## src/rtl/d_bch_sc_dispatch_x.sv

```systemverilog
// d_bch_sc_dispatch_x
// Slices a page-wide byte stream into fixed-size chunks, streams each chunk to
// the next syndrome lane in round-robin order, and reports lane completions
// upstream strictly in chunk order, followed by one page-complete pulse.
//
// Ports:
//   i_clk, i_RESET                  clock, asynchronous active-low reset
//   i_exe_sc, i_chunk_count         page start pulse and chunk count (0 = ignore)
//   i_code_valid, i_code            upstream stream in
//   o_code_ready                    upstream ready
//   o_lane_valid/code/first/last/chunk, i_lane_ready   per-lane stream out
//   i_lane_cmplt, i_lane_error      per-lane completion and error flag
//   o_sc_available                  lane idle (nothing outstanding, no pending result)
//   o_page_busy                     page in progress
//   o_chunk_done/_num, o_chunk_error  in-order chunk report
//   o_page_cmplt, o_page_error      page completion and OR of chunk errors
module d_bch_sc_dispatch_x #(
    parameter int unsigned Multi      = 4,
    parameter int unsigned DW         = 8,
    parameter int unsigned ChunkBytes = 256,
    parameter int unsigned CNW        = 5
) (
    input  logic                 i_clk,
    input  logic                 i_RESET,
    input  logic                 i_exe_sc,
    input  logic [CNW-1:0]       i_chunk_count,
    input  logic                 i_code_valid,
    input  logic [DW-1:0]        i_code,
    output logic                 o_code_ready,
    output logic [Multi-1:0]     o_lane_valid,
    output logic [DW*Multi-1:0]  o_lane_code,
    output logic [Multi-1:0]     o_lane_first,
    output logic [Multi-1:0]     o_lane_last,
    output logic [CNW*Multi-1:0] o_lane_chunk,
    input  logic [Multi-1:0]     i_lane_ready,
    input  logic [Multi-1:0]     i_lane_cmplt,
    input  logic [Multi-1:0]     i_lane_error,
    output logic [Multi-1:0]     o_sc_available,
    output logic                 o_page_busy,
    output logic                 o_chunk_done,
    output logic [CNW-1:0]       o_chunk_done_num,
    output logic                 o_chunk_error,
    output logic                 o_page_cmplt,
    output logic                 o_page_error
);

    localparam int unsigned RrW = (Multi > 1) ? $clog2(Multi) : 1;
    localparam int unsigned BcW = $clog2(ChunkBytes);
    localparam logic [RrW-1:0] RrLast   = RrW'(Multi - 1);
    localparam logic [BcW-1:0] ByteLast = BcW'(ChunkBytes - 1);

    typedef enum logic [1:0] {
        S_IDLE   = 2'd0,
        S_SELECT = 2'd1,
        S_STREAM = 2'd2,
        S_DRAIN  = 2'd3
    } state_t;

    state_t             state_q, state_d;
    logic [CNW-1:0]     count_q;
    logic [CNW-1:0]     chunk_q;
    logic [CNW-1:0]     rep_cnt_q;
    logic [BcW-1:0]     byte_q;
    logic [RrW-1:0]     rr_q;
    logic [RrW-1:0]     rp_q;
    logic [Multi-1:0]   outst_q;
    logic [Multi-1:0]   res_vld_q;
    logic [Multi-1:0]   res_err_q;
    logic [CNW-1:0]     tag_q [Multi];

    logic [Multi-1:0]   avail_c;
    logic               start_c;
    logic               xfer_c;
    logic               first_c;
    logic               last_c;
    logic               report_c;
    logic               drain_done_c;

    // A lane is reusable only once its previous chunk is finished and reported.
    assign avail_c      = ~outst_q & ~res_vld_q;
    assign start_c      = (state_q == S_IDLE) && i_exe_sc && (i_chunk_count != '0);
    assign xfer_c       = (state_q == S_STREAM) && i_code_valid && i_lane_ready[rr_q];
    assign first_c      = (byte_q == '0);
    assign last_c       = (byte_q == ByteLast);
    assign report_c     = res_vld_q[rp_q];
    assign drain_done_c = (state_q == S_DRAIN) && (rep_cnt_q == count_q);

    assign o_sc_available = avail_c;
    assign o_page_busy    = (state_q != S_IDLE);

    // State register
    always_ff @(posedge i_clk or negedge i_RESET) begin
        if (!i_RESET) state_q <= S_IDLE;
        else          state_q <= state_d;
    end

    // Next-state logic
    always_comb begin
        state_d = state_q;
        unique case (state_q)
            S_IDLE:   if (start_c) state_d = S_SELECT;
            S_SELECT: if (avail_c[rr_q]) state_d = S_STREAM;
            S_STREAM: if (xfer_c && last_c)
                          state_d = ((chunk_q + CNW'(1)) == count_q) ? S_DRAIN : S_SELECT;
            S_DRAIN:  if (drain_done_c) state_d = S_IDLE;
            default:  state_d = S_IDLE;
        endcase
    end

    // Zero-latency routing of the upstream stream to the selected lane
    always_comb begin
        o_code_ready = 1'b0;
        o_lane_valid = '0;
        o_lane_code  = '0;
        o_lane_first = '0;
        o_lane_last  = '0;
        o_lane_chunk = '0;
        if (state_q == S_STREAM) begin
            o_code_ready = i_lane_ready[rr_q];
            for (int k = 0; k < int'(Multi); k++) begin
                if (RrW'(k) == rr_q) begin
                    o_lane_valid[k]              = i_code_valid;
                    o_lane_code[k*DW +: DW]      = i_code;
                    o_lane_first[k]              = first_c;
                    o_lane_last[k]               = last_c;
                    o_lane_chunk[k*CNW +: CNW]   = chunk_q;
                end
            end
        end
    end

    // Dispatch counters, lane bookkeeping and in-order reporter
    always_ff @(posedge i_clk or negedge i_RESET) begin
        if (!i_RESET) begin
            count_q          <= '0;
            chunk_q          <= '0;
            rep_cnt_q        <= '0;
            byte_q           <= '0;
            rr_q             <= '0;
            rp_q             <= '0;
            outst_q          <= '0;
            res_vld_q        <= '0;
            res_err_q        <= '0;
            for (int k = 0; k < int'(Multi); k++) tag_q[k] <= '0;
            o_chunk_done     <= 1'b0;
            o_chunk_done_num <= '0;
            o_chunk_error    <= 1'b0;
            o_page_cmplt     <= 1'b0;
            o_page_error     <= 1'b0;
        end else begin
            if (start_c) begin
                count_q      <= i_chunk_count;
                chunk_q      <= '0;
                rep_cnt_q    <= '0;
                byte_q       <= '0;
                rr_q         <= '0;
                rp_q         <= '0;
                o_page_error <= 1'b0;
            end

            // Completions only count on lanes that actually hold a chunk.
            for (int k = 0; k < int'(Multi); k++) begin
                if (i_lane_cmplt[k] && outst_q[k]) begin
                    res_vld_q[k] <= 1'b1;
                    res_err_q[k] <= i_lane_error[k];
                    outst_q[k]   <= 1'b0;
                end
            end

            if (xfer_c) begin
                if (first_c) begin
                    outst_q[rr_q] <= 1'b1;
                    tag_q[rr_q]   <= chunk_q;
                end
                if (last_c) begin
                    byte_q  <= '0;
                    chunk_q <= chunk_q + CNW'(1);
                    rr_q    <= (rr_q == RrLast) ? '0 : rr_q + RrW'(1);
                end else begin
                    byte_q  <= byte_q + BcW'(1);
                end
            end

            o_chunk_done <= report_c;
            if (report_c) begin
                o_chunk_done_num <= tag_q[rp_q];
                o_chunk_error    <= res_err_q[rp_q];
                o_page_error     <= o_page_error | res_err_q[rp_q];
                res_vld_q[rp_q]  <= 1'b0;
                rp_q             <= (rp_q == RrLast) ? '0 : rp_q + RrW'(1);
                rep_cnt_q        <= rep_cnt_q + CNW'(1);
            end

            o_page_cmplt <= drain_done_c;
        end
    end

endmodule

```

## config.mk

```make
export PLATFORM = sky130hd
export DESIGN_NAME = d_bch_sc_dispatch_x
export DESIGN_NICKNAME = d
export VERILOG_FILES = /design/src/rtl/d_bch_sc_dispatch_x.sv
export SDC_FILE = /design/constraint.sdc
export NUM_CORES = 1
export LEC_CHECK = 0
export CELL_PAD_IN_SITES_DETAIL_PLACEMENT = 1
export CELL_PAD_IN_SITES_GLOBAL_PLACEMENT = 2
export CORE_MARGIN = 1
export CORE_UTILIZATION = 39
export DETAILED_ROUTE_END_ITERATION = 8
export DONT_BUFFER_PORTS = 1
export PLACE_DENSITY_LB_ADDON = 0.1
export SYNTH_ARGS = -nofsm -noshare
export SYNTH_HDL_FRONTEND = slang
export SYNTH_SLANG_ARGS = --single-unit
```

## constraint.sdc

```tcl
create_clock -name i_clk -period 2.3 [get_ports i_clk]
set_clock_uncertainty 0.1 [all_clocks]
set_input_delay 0.23 -clock i_clk [delete_from_list [all_inputs] [get_ports i_clk]]
set_output_delay 0.23 -clock i_clk [all_outputs]
set_load 0.01 [all_outputs]
```

== Yosys cells after proc, flatten, opt, wreduce, memory -nomap -nowiden ==
Index checks and enable logic that the tools add are counted.
Operators by class
  add/subtract/negate cells: 5
  order comparisons: 7
  equality and inequality tests: 15
  mux-type cells: 78
  bitwise gates (word level): 9
  reductions and logical operators: 22
Operators with widths (number)
  $mux W5: 12
  $mux W8: 7
  $mux W32: 1
  $mux W1: 29
  $mux W2: 12
  $mux W4: 6
  $bwmux W20: 1
  $mux W20: 1
  $logic_and A1 B1 Y1: 13
  $not A4 Y4: 3
  $add A5 B1 Y5 const B: 2
  $bmux W5 S2: 1
  $demux W5 S2: 1
  $eq A5 B5 Y1: 2
  $add A8 B1 Y8 const B: 1
  $and A4 B4 Y4: 2
  $bmux W1 S2: 4
  $eq A2 B2 Y1 const B: 4
  $eq A8 B8 Y1 const B: 1
  $logic_not A8 Y1: 1
  $ne A2 B2 Y1 const B: 4
  $pmux W2 S4: 1
  $ge A3 B3 Y1 const B: 2
  $lt A2 B3 Y1 const B: 2
  other kinds (15): 23
Word-level totals
  bits in registers: 70
  input port bits: 29
  word-level logic and storage cells: 158

== Logic depth before layout (Yosys ltp) ==
Gate-level depths: netlist (run 1).
  depth after elaboration: 7
  depth in mapped cells: 7

== Worst setup path before layout (run 1) ==
Ideal clock, no wire load.
  kind: register -> register
  start: reg rp_q[0]
  end: reg o_chunk_done_num[1]
  setup time: 0.128 ns
  arrival time: 1.639 ns
  path slack: 0.433 ns
  cell stages (with the launch flop): 5
  clock period less this slack: 1.867 ns
  cells stage by stage: dfrtp_1 -> buf_2 -> mux4_2 -> buf_2 -> mux2_1
On the way
  cells in the longest elaborated chain, start to end: 4
RTL lines
  start, declared: RTL line 65  | logic [RrW-1:0] rp_q;
  start signal, assigned: RTL line 190  | rp_q <= (rp_q == RrLast) ? '0 : rp_q + RrW'(1);
  $not A2 Y3 (implied by the code): RTL line 186  | o_chunk_done_num <= tag_q[rp_q];
  $bmux W5 S2: RTL line 186
  $mux W5 (implied by the code) (2 in series): RTL line 186
  end signal, assigned: RTL line 186
  end, declared: RTL line 41  | output logic [CNW-1:0] o_chunk_done_num,
Parallel ways exist; a longest one is shown, timed or not. The select of a mux whose other input is x is not followed.
A chain may end at the register's enable or synchronous reset.

== Worst setup path after layout (run 1) ==
  start: reg rr_q[0]
  end: reg tag_q[12] (netlist bit)
On the way
  cells in the longest elaborated chain, start to end: 6
RTL lines
  start, declared: RTL line 64  | logic [RrW-1:0] rr_q;
  start signal, assigned: RTL line 178  | rr_q <= (rr_q == RrLast) ? '0 : rr_q + RrW'(1);
  $not A2 Y3 (implied by the code): RTL line 173  | tag_q[rr_q] <= chunk_q;
  $ge A3 B3 Y1 (implied by the code) / $lt A3 B1 Y1 (equally long branches): RTL line 173
  $logic_and A1 B1 Y1 (implied by the code): RTL line 173
  $mux W5 (implied by the code): RTL line 173
  $demux W5 S2: RTL line 173
  $bwmux W20: RTL line 173
  end signal, assigned by index: RTL line 173
  end, declared: RTL line 69  | logic [CNW-1:0] tag_q [Multi];
Parallel ways exist; a longest one is shown, timed or not. The select of a mux whose other input is x is not followed.

==> results by group, run 1 <==
Logic synthesis
  – Synth area leaders: dfrtp_1, and3_1, mux2_1
  – Post-synthesis async set-or-reset flop share: 100%
  – Post-synthesis cell area: between 4000 and 5000 um^2
  – Post-Syn Instances: 397
  – Synthesized flop and latch total: 70
  – Ys Warns: 0
  – Library cells used by synthesis: 52
  – Synth Net Count: 438
  – Post-synth EDFFs: 0
  – Sequential share of the synthesized area: about 43%
  – Prevailing post-synth register cell: dfrtp_1
  – Top cell type's share of synthesized area: between 40% and 50%
  – Syn avg cell area: 10.3 um^2
  – Yosys top cell by area: dfrtp_1

STA
  – F_max: roughly 0.46 GHz
  – Fin crit share: between 90% and 100%
  – Endpoints failing hold: 0
  – Relative slew slack: around 67%
  – Endpoints failing setup: 0
  – Final setup margin: between 0.1 and 0.15 ns
  – Final Critical Period: approximately 2.2 ns
  – RSZ-0062 raised after global routing: false
  – Tightest Pin Transition: around 0.49 ns
  – Final setup TNS: 0 ns
  – Max-slew violations: 0

Global route
  – Pin count of the biggest net entering global routing: slightly above 70
  – Grt total ovfl: 0
  – Vias in the first global route: around 3300
  – Overall Global Routing Usage: roughly a fifth
  – GR Layer Usage met2: between 30% and 40%
  – GRT Max-Usage Layer: met2
  – Initial antenna violation count: 0
  – Met1 GRT Util: between 20% and 30%
  – GR Layer Usage met3: roughly 4.1%
  – First-pass GRT wire length: approximately 18000 um

Die
  – Die Width: 104 um
  – Initial Utilization: roughly 41%
  – Die area: between 10000 and 15000 um^2
  – CORE AREA: about 10000 um^2
  – Num ports: 108
  – Row cnt: 36
  – Die height: 104 um

CTS
  – Longest Clk Path Bufs: 2
  – Clock latency on the worst-skew pair: 0.35 ns
  – Clk slew on worst S/H paths: approximately 0.08 ns
  – Clk root buf: clkbuf_8
  – Clock tree sinks: 70
  – H-tree Lvls: 3
  – CTS tree: built
  – CTS Buf Count: 9

Finish
  – Number of diodes: 0
  – Fillers: between 1000 and 1500
  – Area delta synth->final: 13.4%
  – Nets: 455
  – Layout cells sized above 1: 16.9%

Routing
  – DRT Wirelength: approximately 11000 um
  – Detailed Route Iter0 Violations: just under 100
  – Detail Route Antenna Nets: 0
  – Vias per cell: about 5.6
  – Vias: around 3000
  – Residual DRC: 0
  – Routed WL per cell: 19.4 um
  – First drt pass iteration count: 4

Critical path
  – CP Capture Type: flop
  – Startpoint type of the worst setup path: flop
  – Crit Path Max Fanout: 10
  – CP Data Required Time: 2.42 ns
  – CP Data Arrival Time: 2.27 ns
  – R2r startpoint: rr_q[0]$_DFF_PN0_
  – WS Path Type: flop to flop
  – Crit path launch: rr_q[0]$_DFF_PN0_

Placed design
  – GPL Wtd Cong: between 0.7 and 0.8
  – HPWL Detailed: slightly below 8000 um
  – Pre-CTS WS: 0.128 ns
  – Port bufs: 0

Power
  – Power density over the cells: just under 900 nW/um^2
  – Peak VDD IR: between 300 and 400 uV
  – Leakage: between 2 and 2.5 nW

Hold path
  – Hold Startpoint: i_exe_sc
  – Worst Hold Class: input pin to flop

Job
  – Number of max-cap violations: 0

Status
  – Outcome: complete, no violations
==> cell usage after synthesis (2+ instances only) <==
cell type	count
a21boi_0	2
dfrtp_1	70
a21oi_2	2
clkbuf_1	15
buf_6	2
a21o_1	3
nor2_4	2
nor4_1	2
xnor2_1	10
nand2b_1	3
nor2_1	27
xor2_1	3
mux4_2	7
a22o_1	6
o221ai_1	2
nand2_1	30
nand3_4	4
inv_1	20
o21ai_0	26
ha_1	12
mux2_2	11
nor3_1	7
or3_1	4
nor3b_1	2
and3_1	51
nand3_1	13
buf_2	5
mux2_1	21
a21oi_1	11
nand4_1	2
==> report_power, final <==
group	leakage [nW]	switching [mW]	internal, mW	total, mW
clock network	0.0956	0.508	0.503	1.01
logic	1.13	0.851	0.582	1.43
registers	0.949	0.207	1.43	1.63
==> per-stage QoR <==
stage | hold WS (ns) | power [mW] | utilization, % | cell area [um^2] | instances
6_report | 0.131 | 4.08 | 46.4 | 4620 | 552
5_1_grt | 0.126 | 4.36 | 46.4 | 4620 | 552
4_1_cts | 0.112 | 4.14 | 46.2 | 4600 | 550
3_5_place_dp | -0.160 | 3.05 | 42.5 | 4230 | 519
3_3_place_gp | -0.160 | 3.02 | 42.5 | 4230 | 519
2_1_floorplan | -0.166 | 2.70 | - | 4080 | 397
==> timing repair <==
item                                   CTS  global route
setup buffers                            0             2
setup endpoints to repair                4            22
hold buffers                            15             0
pin swaps                                0             1
gates resized for setup                  1             2
endpoints found under the hold margin   87             0
==> worst paths after layout <==
path / to / slack, ns / cells past startpoint
min reg2reg: tag_q[7]$_DFFE_PN0P_ / 0.40 / 1
max reg2reg: tag_q[12]$_DFFE_PN0P_ / 0.15 / 5
min in group asynchronous: tag_q[0]$_DFFE_PN0P_ / 0.35 / 2
max in group asynchronous: byte_q[6]$_DFFE_PN0P_ / 1.44 / 2
max: tag_q[12]$_DFFE_PN0P_ / 0.15 / 5
min: count_q[2]$_DFFE_PN0P_ / 0.13 / 2
==> sequential cells by signal (all words and copies together) (netlist names) <==
name              flops
tag_q                20
byte_q                8
chunk_q               5
count_q               5
o_chunk_done_num      5
rep_cnt_q             5
outst_q               4
res_err_q             4
res_vld_q             4
rp_q                  2
rr_q                  2
state_q               2
o_chunk_done          1
o_chunk_error         1
o_page_cmplt          1
o_page_error          1
==> layout make-up <==
| class | instances | area, um^2 | share of cell area (%) |
|---|---|---|---|
| clock buffer | 9 | 124 | 2.68 |
| timing repair buffer | 29 | 285 | 6.18 |
| inverter | 20 | 75.1 | 1.63 |
| tap | 133 | 166 | 3.60 |
| clock inverter | 7 | 72.6 | 1.57 |
| multi-input combinational | 284 | 2140 | 46.4 |
| sequential | 70 | 1750 | 37.9 |
==> routing by layer <==
layer	vias to the layer above	part of all wire [%]
met1	1550	45
met5	-	0
met4	0	1.3
met3	15	2.9
li1	1443	-
met2	57	51
==> layout by cell type (no fill, tap or decap), drive strengths merged, types with 4 or more instances in the layout <==
| master | synthesis | routed |
|---|---|---|
| nor3 | 7 | 7 |
| ha | 12 | 12 |
| nand2 | 30 | 30 |
| nor2 | 30 | 30 |
| or3 | 4 | 4 |
| a21oi | 13 | 13 |
| buf | 8 | 15 |
| mux4 | 7 | 7 |
| mux2 | 33 | 33 |
| dfrtp | 70 | 70 |
| inv | 20 | 21 |
| dlygate4sd3 | 0 | 14 |
| nand3 | 17 | 17 |
| xnor2 | 10 | 10 |
| and3 | 51 | 51 |
| a22o | 6 | 6 |
| clkbuf | 15 | 9 |
| o21ai | 26 | 26 |
==> worst max-delay path: stages (launching register included) <==
cell,delay [ns]
dfrtp_1,0.62
mux2i_4,0.37
a2bb2oi_4,0.35
nor2_8,0.09
nand3_4,0.15
mux2_1,0.35
==> kinds of logic (layout without fill, tap and decap cells) <==
logic type                 after synthesis  in the layout  synth area share (%)
and+or+nand+nor                        155            155                  22.0
DFF                                     70             70                  43.0
AOI/OAI and AO/OA                       63             63                  10.4
buffers and inverters                   43             65                  4.57
muxes                                   41             41                  13.6
xor gates and xnor gates                13             13                  2.79
adders and majority gates               12             12                  3.68
Power figures use the tool's default switching activity.
==> inputs of run 2 (changes only) <==
--- a/config.mk
+++ b/config.mk
@@ -12,6 +12,7 @@
 export DETAILED_ROUTE_END_ITERATION = 8
 export DONT_BUFFER_PORTS = 1
 export PLACE_DENSITY_LB_ADDON = 0.1
+export SLEW_MARGIN = 5
 export SYNTH_ARGS = -nofsm -noshare
 export SYNTH_HDL_FRONTEND = slang
 export SYNTH_SLANG_ARGS = --single-unit
==> results of run 2 <==
The final DEF is identical to that of run 1; final timing and power are the same.
==> inputs of run 3 (changes only) <==
--- a/config.mk
+++ b/config.mk
@@ -9,6 +9,7 @@
 export CELL_PAD_IN_SITES_GLOBAL_PLACEMENT = 2
 export CORE_MARGIN = 1
 export CORE_UTILIZATION = 39
+export CTS_CLUSTER_SIZE = 25
 export DETAILED_ROUTE_END_ITERATION = 8
 export DONT_BUFFER_PORTS = 1
 export PLACE_DENSITY_LB_ADDON = 0.1
==> results of run 3 <==
The final DEF is identical to that of run 1; final timing and power are the same.
